### src/rtl/cache_ctrl_pkg.sv
`default_nettype none
// ============================================================================
// cache_ctrl_pkg : shared state encoding and default sizing for cache_ctrl
// Revision       : 1.0
// ============================================================================
package cache_ctrl_pkg;

    localparam int DEF_TIMEOUT = 64;
    localparam int DEF_CNT_W   = 32;

    typedef enum logic [1:0] {
        S_IDLE    = 2'd0,
        S_RD_MISS = 2'd1,
        S_REFILL  = 2'd2,
        S_WR_THRU = 2'd3
    } state_t;

    function automatic logic is_wait_state(input state_t s);
        return (s == S_RD_MISS) || (s == S_WR_THRU);
    endfunction

endpackage
`default_nettype wire

### src/rtl/cache_ctrl_sat_counter.sv
`default_nettype none
// ============================================================================
// sat_counter : up-counter with synchronous clear that sticks at all-ones
// Revision    : 1.0
// ============================================================================
module sat_counter #(
    parameter int WIDTH = 32
) (
    input  logic             clk,
    input  logic             i_clr,
    input  logic             i_inc,
    output logic [WIDTH-1:0] o_cnt
);

    logic [WIDTH-1:0] r_cnt;

    always_ff @(posedge clk) begin
        if (i_clr) begin
            r_cnt <= '0;
        end else if (i_inc && (r_cnt != {WIDTH{1'b1}})) begin
            r_cnt <= r_cnt + WIDTH'(1);
        end
    end

    assign o_cnt = r_cnt;

endmodule
`default_nettype wire

### src/rtl/cache_ctrl.sv
`default_nettype none
// ============================================================================
// cache_ctrl : write-through / write-allocate cache miss controller with
//              access timeout and saturating performance counters
// Revision   : 1.0
// ============================================================================
module cache_ctrl
    import cache_ctrl_pkg::*;
#(
    parameter int TIMEOUT = DEF_TIMEOUT,
    parameter int CNT_W   = DEF_CNT_W
) (
    input  logic             clk,
    input  logic             rst_n,
    input  logic             req_valid,
    input  logic             req_we,
    input  logic [31:0]      req_addr,
    input  logic             hit,
    output logic             stall,
    output logic             mem_req,
    output logic             mem_we,
    output logic [31:0]      mem_addr,
    input  logic             mem_ack,
    output logic             refill_en,
    output logic             cache_we,
    output logic             err,
    output logic [CNT_W-1:0] hit_cnt,
    output logic [CNT_W-1:0] miss_cnt,
    output logic [CNT_W-1:0] wr_cnt
);

    localparam int               c_WAIT_W    = (TIMEOUT > 1) ? $clog2(TIMEOUT) : 1;
    localparam logic [c_WAIT_W-1:0] c_WAIT_LAST = c_WAIT_W'(TIMEOUT - 1);

    state_t              r_state;
    logic [31:0]         r_addr;
    logic [c_WAIT_W-1:0] r_wait;
    logic                r_err;
    logic                r_mem_req;
    logic                r_mem_we;
    logic                r_refill;

    logic             w_idle_req;
    logic             w_tmo;
    logic             w_stall;
    logic             w_hit_inc;
    logic             w_miss_inc;
    logic             w_wr_inc;
    logic [CNT_W-1:0] w_hit_cnt;
    logic [CNT_W-1:0] w_miss_cnt;
    logic [CNT_W-1:0] w_wr_cnt;

    assign w_idle_req = (r_state == S_IDLE) && req_valid;
    assign w_tmo      = is_wait_state(r_state) && !mem_ack && (r_wait == c_WAIT_LAST);

    // Stall must rise in the same cycle a miss/store is seen, so it is decoded
    // from the current state and inputs rather than registered.
    always_comb begin
        w_stall = 1'b0;
        case (r_state)
            S_IDLE:    w_stall = req_valid && (req_we || !hit);
            S_RD_MISS: w_stall = !w_tmo;
            S_WR_THRU: w_stall = !mem_ack && !w_tmo;
            default:   w_stall = 1'b0;
        endcase
    end

    always_ff @(posedge clk) begin
        if (!rst_n) begin
            r_state   <= S_IDLE;
            r_addr    <= '0;
            r_wait    <= '0;
            r_err     <= 1'b0;
            r_mem_req <= 1'b0;
            r_mem_we  <= 1'b0;
            r_refill  <= 1'b0;
        end else begin
            case (r_state)
                S_IDLE: begin
                    r_refill <= 1'b0;
                    if (req_valid && (req_we || !hit)) begin
                        r_state   <= req_we ? S_WR_THRU : S_RD_MISS;
                        r_addr    <= req_addr;
                        r_wait    <= '0;
                        r_mem_req <= 1'b1;
                        r_mem_we  <= req_we;
                    end
                end
                S_RD_MISS, S_WR_THRU: begin
                    if (mem_ack || w_tmo) begin
                        r_state   <= (mem_ack && (r_state == S_RD_MISS)) ? S_REFILL : S_IDLE;
                        r_refill  <= mem_ack && (r_state == S_RD_MISS);
                        r_err     <= r_err | w_tmo;
                        r_mem_req <= 1'b0;
                        r_mem_we  <= 1'b0;
                    end else begin
                        r_wait <= r_wait + c_WAIT_W'(1);
                    end
                end
                S_REFILL: begin
                    r_state  <= S_IDLE;
                    r_refill <= 1'b0;
                end
                default: begin
                    r_state <= S_IDLE;
                end
            endcase
        end
    end

    assign w_hit_inc  = rst_n && w_idle_req && !req_we && hit;
    assign w_miss_inc = rst_n && w_idle_req && !req_we && !hit;
    assign w_wr_inc   = rst_n && w_idle_req && req_we;

    sat_counter #(.WIDTH(CNT_W)) u_hit_cnt (
        .clk   (clk),
        .i_clr (!rst_n),
        .i_inc (w_hit_inc),
        .o_cnt (w_hit_cnt)
    );

    sat_counter #(.WIDTH(CNT_W)) u_miss_cnt (
        .clk   (clk),
        .i_clr (!rst_n),
        .i_inc (w_miss_inc),
        .o_cnt (w_miss_cnt)
    );

    sat_counter #(.WIDTH(CNT_W)) u_wr_cnt (
        .clk   (clk),
        .i_clr (!rst_n),
        .i_inc (w_wr_inc),
        .o_cnt (w_wr_cnt)
    );

    // Every output is forced low while reset is held, even before the first edge.
    assign stall     = rst_n && w_stall;
    assign mem_req   = rst_n && r_mem_req;
    assign mem_we    = rst_n && r_mem_we;
    assign mem_addr  = rst_n ? r_addr : 32'd0;
    assign refill_en = rst_n && r_refill;
    assign cache_we  = rst_n && (r_state == S_WR_THRU) && mem_ack;
    assign err       = rst_n && r_err;
    assign hit_cnt   = rst_n ? w_hit_cnt  : '0;
    assign miss_cnt  = rst_n ? w_miss_cnt : '0;
    assign wr_cnt    = rst_n ? w_wr_cnt   : '0;

endmodule
`default_nettype wire

### config.mk
export PLATFORM = sky130hd
export DESIGN_NAME = cache_ctrl
export DESIGN_NICKNAME = d
export VERILOG_FILES = /design/src/rtl/cache_ctrl_pkg.sv /design/src/rtl/cache_ctrl_sat_counter.sv /design/src/rtl/cache_ctrl.sv
export SDC_FILE = /design/constraint.sdc
export NUM_CORES = 1
export LEC_CHECK = 0
export CAP_MARGIN = 20
export CORE_UTILIZATION = 47
export CTS_BUF_LIST = sky130_fd_sc_hd__clkbuf_4 sky130_fd_sc_hd__clkbuf_8
export DETAILED_ROUTE_END_ITERATION = 12
export PLACE_DENSITY = 0.79
export SLEW_MARGIN = 20
export SYNTH_ARGS = -nofsm -noshare
export SYNTH_HDL_FRONTEND = slang
export SYNTH_SLANG_ARGS = --single-unit
### constraint.sdc
create_clock -name clk -period 2.4 [get_ports clk]
set_input_delay 0.48 -clock clk [delete_from_list [all_inputs] [get_ports clk]]
set_output_delay 0.48 -clock clk [all_outputs]
set_load 0.03 [all_outputs]
==> results of run 1 <==
## logic make-up (layout without fill, tap and decap cells)
kind of cell / count (synthesis) / in the layout / synth area share
and+or+nand+nor: 504 / 504 / 0.371
DFF: 140 / 140 / 0.387
xor gates and xnor gates: 18 / 18 / 0.0217
muxes: 35 / 35 / 0.0533
buffers and inverters: 69 / 286 / 0.0373
AOI/OAI and AO/OA: 149 / 149 / 0.123
adders and majority gates: 4 / 4 / 0.00690
## sequential cells by signal (all words and copies together) (netlist names)
signal,cells
u_miss_cnt.o_cnt,32
r_mem_req,1
r_err,1
r_wait,6
r_mem_we,1
u_wr_cnt.o_cnt,32
r_addr,32
r_state,2
r_refill,1
u_hit_cnt.o_cnt,32
## routing by layer
metal / global-route usage / share of wire / vias up
met5: 0 / 0 / -
met4: 0.0801 / 0.015 / 0
met3: 0.0467 / 0.045 / 25
met2: 0.388 / 0.48 / 167
met1: 0.297 / 0.46 / 3327
li1: - / - / 3635
## cell usage in the layout (no fill, tap or decap), drive strengths merged, types with 18 or more instances in the layout
cell,count
inv,24
clkbuf,18
nand3,41
and2,117
a21oi,65
or3,22
mux2,29
o21ai,41
nand4,32
clkdlybuf4s50,36
buf,195
nand2,120
dfxtp,140
nor2,86
## timing repair
item                                    CTS  global route
pin swaps                                 0             0
endpoints found under the setup margin    1             4
gates cloned                              0             0
endpoints found under the hold margin     0             0
gates resized for setup                   1             3
## layout make-up
type / count / area, µm²
sequential: 140 / 2800
clock inverter: 14 / 169
clock buffer: 18 / 248
timing repair buffer: 231 / 1900
tap: 188 / 235
inverter: 23 / 88.8
fill: 1372 / 5510
multi-input combinational: 710 / 4190
## synthesized netlist by cell type, types with 12 or more instances
library cell  instances  area share
o31ai_1              16       0.017
nand3_1              41       0.028
clkbuf_1             40       0.021
nand4_1              30       0.026
mux2_2               29       0.045
a21oi_1              65       0.045
inv_1                23       0.012
and2_1              117        0.10
nor2_1               86       0.045
or3_1                22       0.019
o21ai_0              41       0.028
dfxtp_1             140        0.39
or4_1                12       0.012
nand2_1             120       0.062
nor3_1               17       0.012
## critical path, stage by stage
cell,delay (ns)
clkdlybuf4s50_1,0.53
nand2b_4,0.09
or4_4,0.54
or2_1,0.36
nor4_1,0.30
mux2_2,0.36
## power by group
part | internal (µW) | switching, µW | total, µW
sequential | 2370 | 20.3 | 2390
clock | 1050 | 928 | 1980
combinational | 190 | 259 | 449
total | 3610 | 1210 | 4820
## final timing paths
path,endpoint,cells past startpoint
max,u_hit_cnt.o_cnt[21]$_SDFFE_PN0P_,6
min,r_addr[28]$_SDFFE_PN0N_,2
max reg2reg,u_hit_cnt.o_cnt[22]$_SDFFE_PN0P_,6
min reg2reg,r_addr[28]$_SDFFE_PN0N_,2
## per-stage QoR
step                       util  TNS [ns]  cells
final                     0.636         0   1324
after global routing      0.636         0   1324
after CTS                 0.635         0   1324
after detailed placement  0.608    -10.18   1292
after global placement    0.608     -8.30   1292
after floorplan               -         0    919
==> results.toml, run 1 <==
[synthesis]
netlist_area_um2 = 7250
postSynthAreaPerCell_um2 = 7.89
synthCells = 919
syn_nets = 961
async_reset_ff_frac = 0
ys.flop_type = "dfxtp_1"
ys_warn_count = 0
yosysUniqueCellTypes = 53
ys_ff_latch = 140
synth-edff-count = 0
ys_seq_area_frac = 0.387

[floorplanning]
die_h_um = 126
ios = 172
coreArea_um2 = 15100
row_count = 45
die_x_um = 126
die_area_um2 = 15900
initial_core_util = 0.479

[sta]
setup_violations = 0
hold_violations = 0
fin_skew_ns = 0.0138
period_minus_slack_ns = 2.31
worst_pin_slew_ns = 0.663
grt_setup_unrepaired = "false"
slew_headroom = 0.555
slew_viol_final = 0
worst_slack_ns = 0.0869
period_share = 0.964
hold_slack_ns = 0.450
max_freq_mhz = 432

[clock_tree]
post_cts.repair.setup_buffers = 0
cts_buffers = 17
clk_latency_ns = 0.45
cts.sinks = 140
clk_pin_slew_worst_paths_ns = 0.09
cts_tree = "built"
cts_root_buf = "clkbuf_8"
htree_levels = 4
hold_buffers = 0
cts_max_path_buffers = 2

[layout]
area_delta_synth_final_pct = 32.9
diodes = 0
fin_nets = 1165
drive_gt1_frac = 0.243
finalInstanceArea_um2 = 9630

[place]
pre_cts_slack_ns = -0.454
numPortBuffers = 171
detailed_place_hpwl_um = 13200
placed_area_um2 = 9200
gp_congestion = 0.841

[critical_path]
crit_required_ns = 2.75
worst_ep_arrival_time_ns = 2.67
r2r-start = "u_hit_cnt.o_cnt[0]$_SDFFE_PN0P_"
end_kind = "flop"
startpoint_type = "input pin"
crit_type = "in -> reg"
worstPathMaxFanout = 9
rrSetupSlack_ns = 0.18
critPathLaunch = "hit"

[route]
viasPerCell = 5.40
wirelength_um = 18500
drtIter0Drc = 344
drc_errors = 0
wl_per_cell_um = 14.0
firstDrtPassIters = 5
num_vias = 7154
drtAntennaViolNets = 0

[grt]
grt_pass1_vias = 6463
grt_first_pass_wirelength_um = 30200
overflow = 0
antenna_found_initial = 0
grt_usage = 0.232
grt_max_degree = 131

[job]
cap_violations = 0

[power]
powerDensity_nw_per_um2 = 500
p_leak_uw = 0.00393
ir_worst_vdd_uv = 306
total_power_uw = 4820

[hold_path]
worstHoldStart = "r_addr[28]$_SDFFE_PN0N_"
hp-class = "reg -> reg"

[run_status]
status = "complete, no violations"
Note: power is estimated with default switching activity, not from simulation.
==> run 2: changes to the inputs <==
CTS_BUF_LIST = sky130_fd_sc_hd__clkbuf_4   (was sky130_fd_sc_hd__clkbuf_4 sky130_fd_sc_hd__clkbuf_8)
clock period = 1.9 ns   (was 2.4 ns; I/O delays follow)
==> run 2 against run 1 <==
Against the previous run: the flow now finishes with violations (design-rule violations, negative setup slack); sequential power increased by 26%; first-iteration DRC count increased by 87%; wire length increased by 24%; cell count increased by 8.5%; cell area increased by 15%; sequential share of layout area decreased by 3.2 points; total power increased by 24%; clock skew increased by 0.0094 ns; critical path depth unchanged; register-to-register slack got worse by 0.55 ns; clock power increased by 18%.
==> results.toml, run 2 (synthesis results as in run 1) <==
[floorplanning]
die_area_um2 = 15900
coreArea_um2 = 15100
die_x_um = 126
die_h_um = 126
ios = 172
row_count = 45
initial_core_util = 0.479

[sta]
slew_headroom = 0.715
period_minus_slack_ns = 2.27
worst_pin_slew_ns = 0.424
hold_violations = 0
slew_viol_final = 0
period_share = 1.20
max_freq_mhz = 440
grt_setup_unrepaired = "true"
fin_skew_ns = 0.0232
setup_violations = 33
worst_slack_ns = -0.373

[grt]
grt_max_degree = 94
grt_usage = 0.259
grt_pass1_vias = 6850
grt_first_pass_wirelength_um = 33500
antenna_found_initial = 2
overflow = 0

[run_status]
status = "complete, but fails checks"
violations = "design-rule violations, negative setup slack"

[clock_tree]
clk_latency_ns = 0.55
clk_pin_slew_worst_paths_ns = 0.13
cts_max_path_buffers = 2
htree_levels = 4
hold_buffers = 0
cts_buffers = 17
cts.sinks = 140
cts_tree = "built"
cts_root_buf = "clkbuf_4"

[route]
drtIter0Drc = 643
wl_per_cell_um = 16.0
wirelength_um = 23000
drtAntennaViolNets = 0
firstDrtPassIters = 9
num_vias = 7970
drc_errors = 2
viasPerCell = 5.55

[critical_path]
r2r-start = "u_hit_cnt.o_cnt[6]$_SDFFE_PN0P_"
rrSetupSlack_ns = -0.37
critPathLaunch = "u_hit_cnt.o_cnt[6]$_SDFFE_PN0P_"
startpoint_type = "flop"
crit_type = "reg -> reg"
worst_ep_arrival_time_ns = 2.71
crit_required_ns = 2.33
end_kind = "flop"
worstPathMaxFanout = 5

[layout]
final_common_cell = "buf_4"
fin_util = 0.734
nFillCells = 1099
final_cell_mix = "273 x buf_4, 117 x nand2_1, 114 x and2_1"
area_delta_synth_final_pct = 53.4
drive_gt1_frac = 0.394
fin_nets = 1275

[hold_path]
hp-class = "in -> reg"
worstHoldStart = "req_addr[8]"

[place]
numPortBuffers = 171
gp_congestion = 0.875
pre_cts_slack_ns = -0.726
detailed_place_hpwl_um = 14700

[job]
cap_violations = 0

[power]
total_power_uw = 5970
ir_worst_vdd_uv = 510
powerDensity_nw_per_um2 = 537
p_leak_uw = 0.00467
run 2: cell types whose count changed in the layout (fill, tap and decap cells not counted), sizes merged:
| cell | before | now |
|---|---|---|
| inv | 24 | 26 |
| clkbuf | 18 | 17 |
| bufinv | 3 | 5 |
| diode | 0 | 2 |
| buf | 195 | 305 |
| clkinv | 8 | 5 |
run 2: worst paths after layout:
kind	end	cells past startpoint
setup / recovery	u_hit_cnt.o_cnt[21]$_SDFFE_PN0P_	6
setup reg to reg	u_hit_cnt.o_cnt[21]$_SDFFE_PN0P_	6
hold reg to reg	r_addr[8]$_SDFFE_PN0N_	2
hold / removal	r_addr[8]$_SDFFE_PN0N_	3
run 2: layer usage:
metal  vias up  track usage  routed length [µm]
li1       3864            -                   -
met1      3795        0.339                9670
met2       258        0.429               11600
met3        53       0.0493                1090
met4         0       0.0808                 680
met5         -            0                   0
run 2: layout make-up:
type / count / area (µm²) / share of cell area
diodes: 2 / 5.00 / 0.000450
clock buffers: 17 / 128 / 0.0115
clock inverters: 15 / 219 / 0.0197
inverters: 23 / 88.8 / 0.00799
multi-input cells: 710 / 4710 / 0.424
flip-flops and latches: 140 / 2880 / 0.259
well taps: 188 / 235 / 0.0212
repair buffers: 341 / 2850 / 0.257
run 2: metrics by stage:
stage | instance area [µm²] | instances | hold slack [ns] | setup TNS, ns
global placement | 9910 | 1371 | 0.437 | -39.50
finish | 11100 | 1436 | 0.372 | -4.24
detailed placement | 9910 | 1371 | 0.442 | -44.26
global route | 11100 | 1436 | 0.313 | -6.23
floorplan | 7360 | 919 | 0.429 | -1.16
CTS | 10400 | 1411 | 0.332 | -1.78
run 2: timing repair:
item                       in CTS  in global routing
pin swaps                      12                 44
setup endpoints to repair      50                 83
cloned                          0                  0
buffers inserted                8                 25
gates resized for setup        28                136
run 2: worst max-delay path, stage by stage (launching register included):
cell and delay [ns]:
dfxtp_4 0.40, nand3_1 0.14, or4_4 0.55, or2_4 0.31
buf_12 0.15, nor4_4 0.26, mux2_4 0.35
run 2: where the power goes:
group | internal, µW | total [µW] | switching (µW)
Combinational | 276 | 630 | 354
Sequential | 2980 | 3010 | 29.1
Clock | 1180 | 2330 | 1160
Total | 4430 | 5970 | 1540
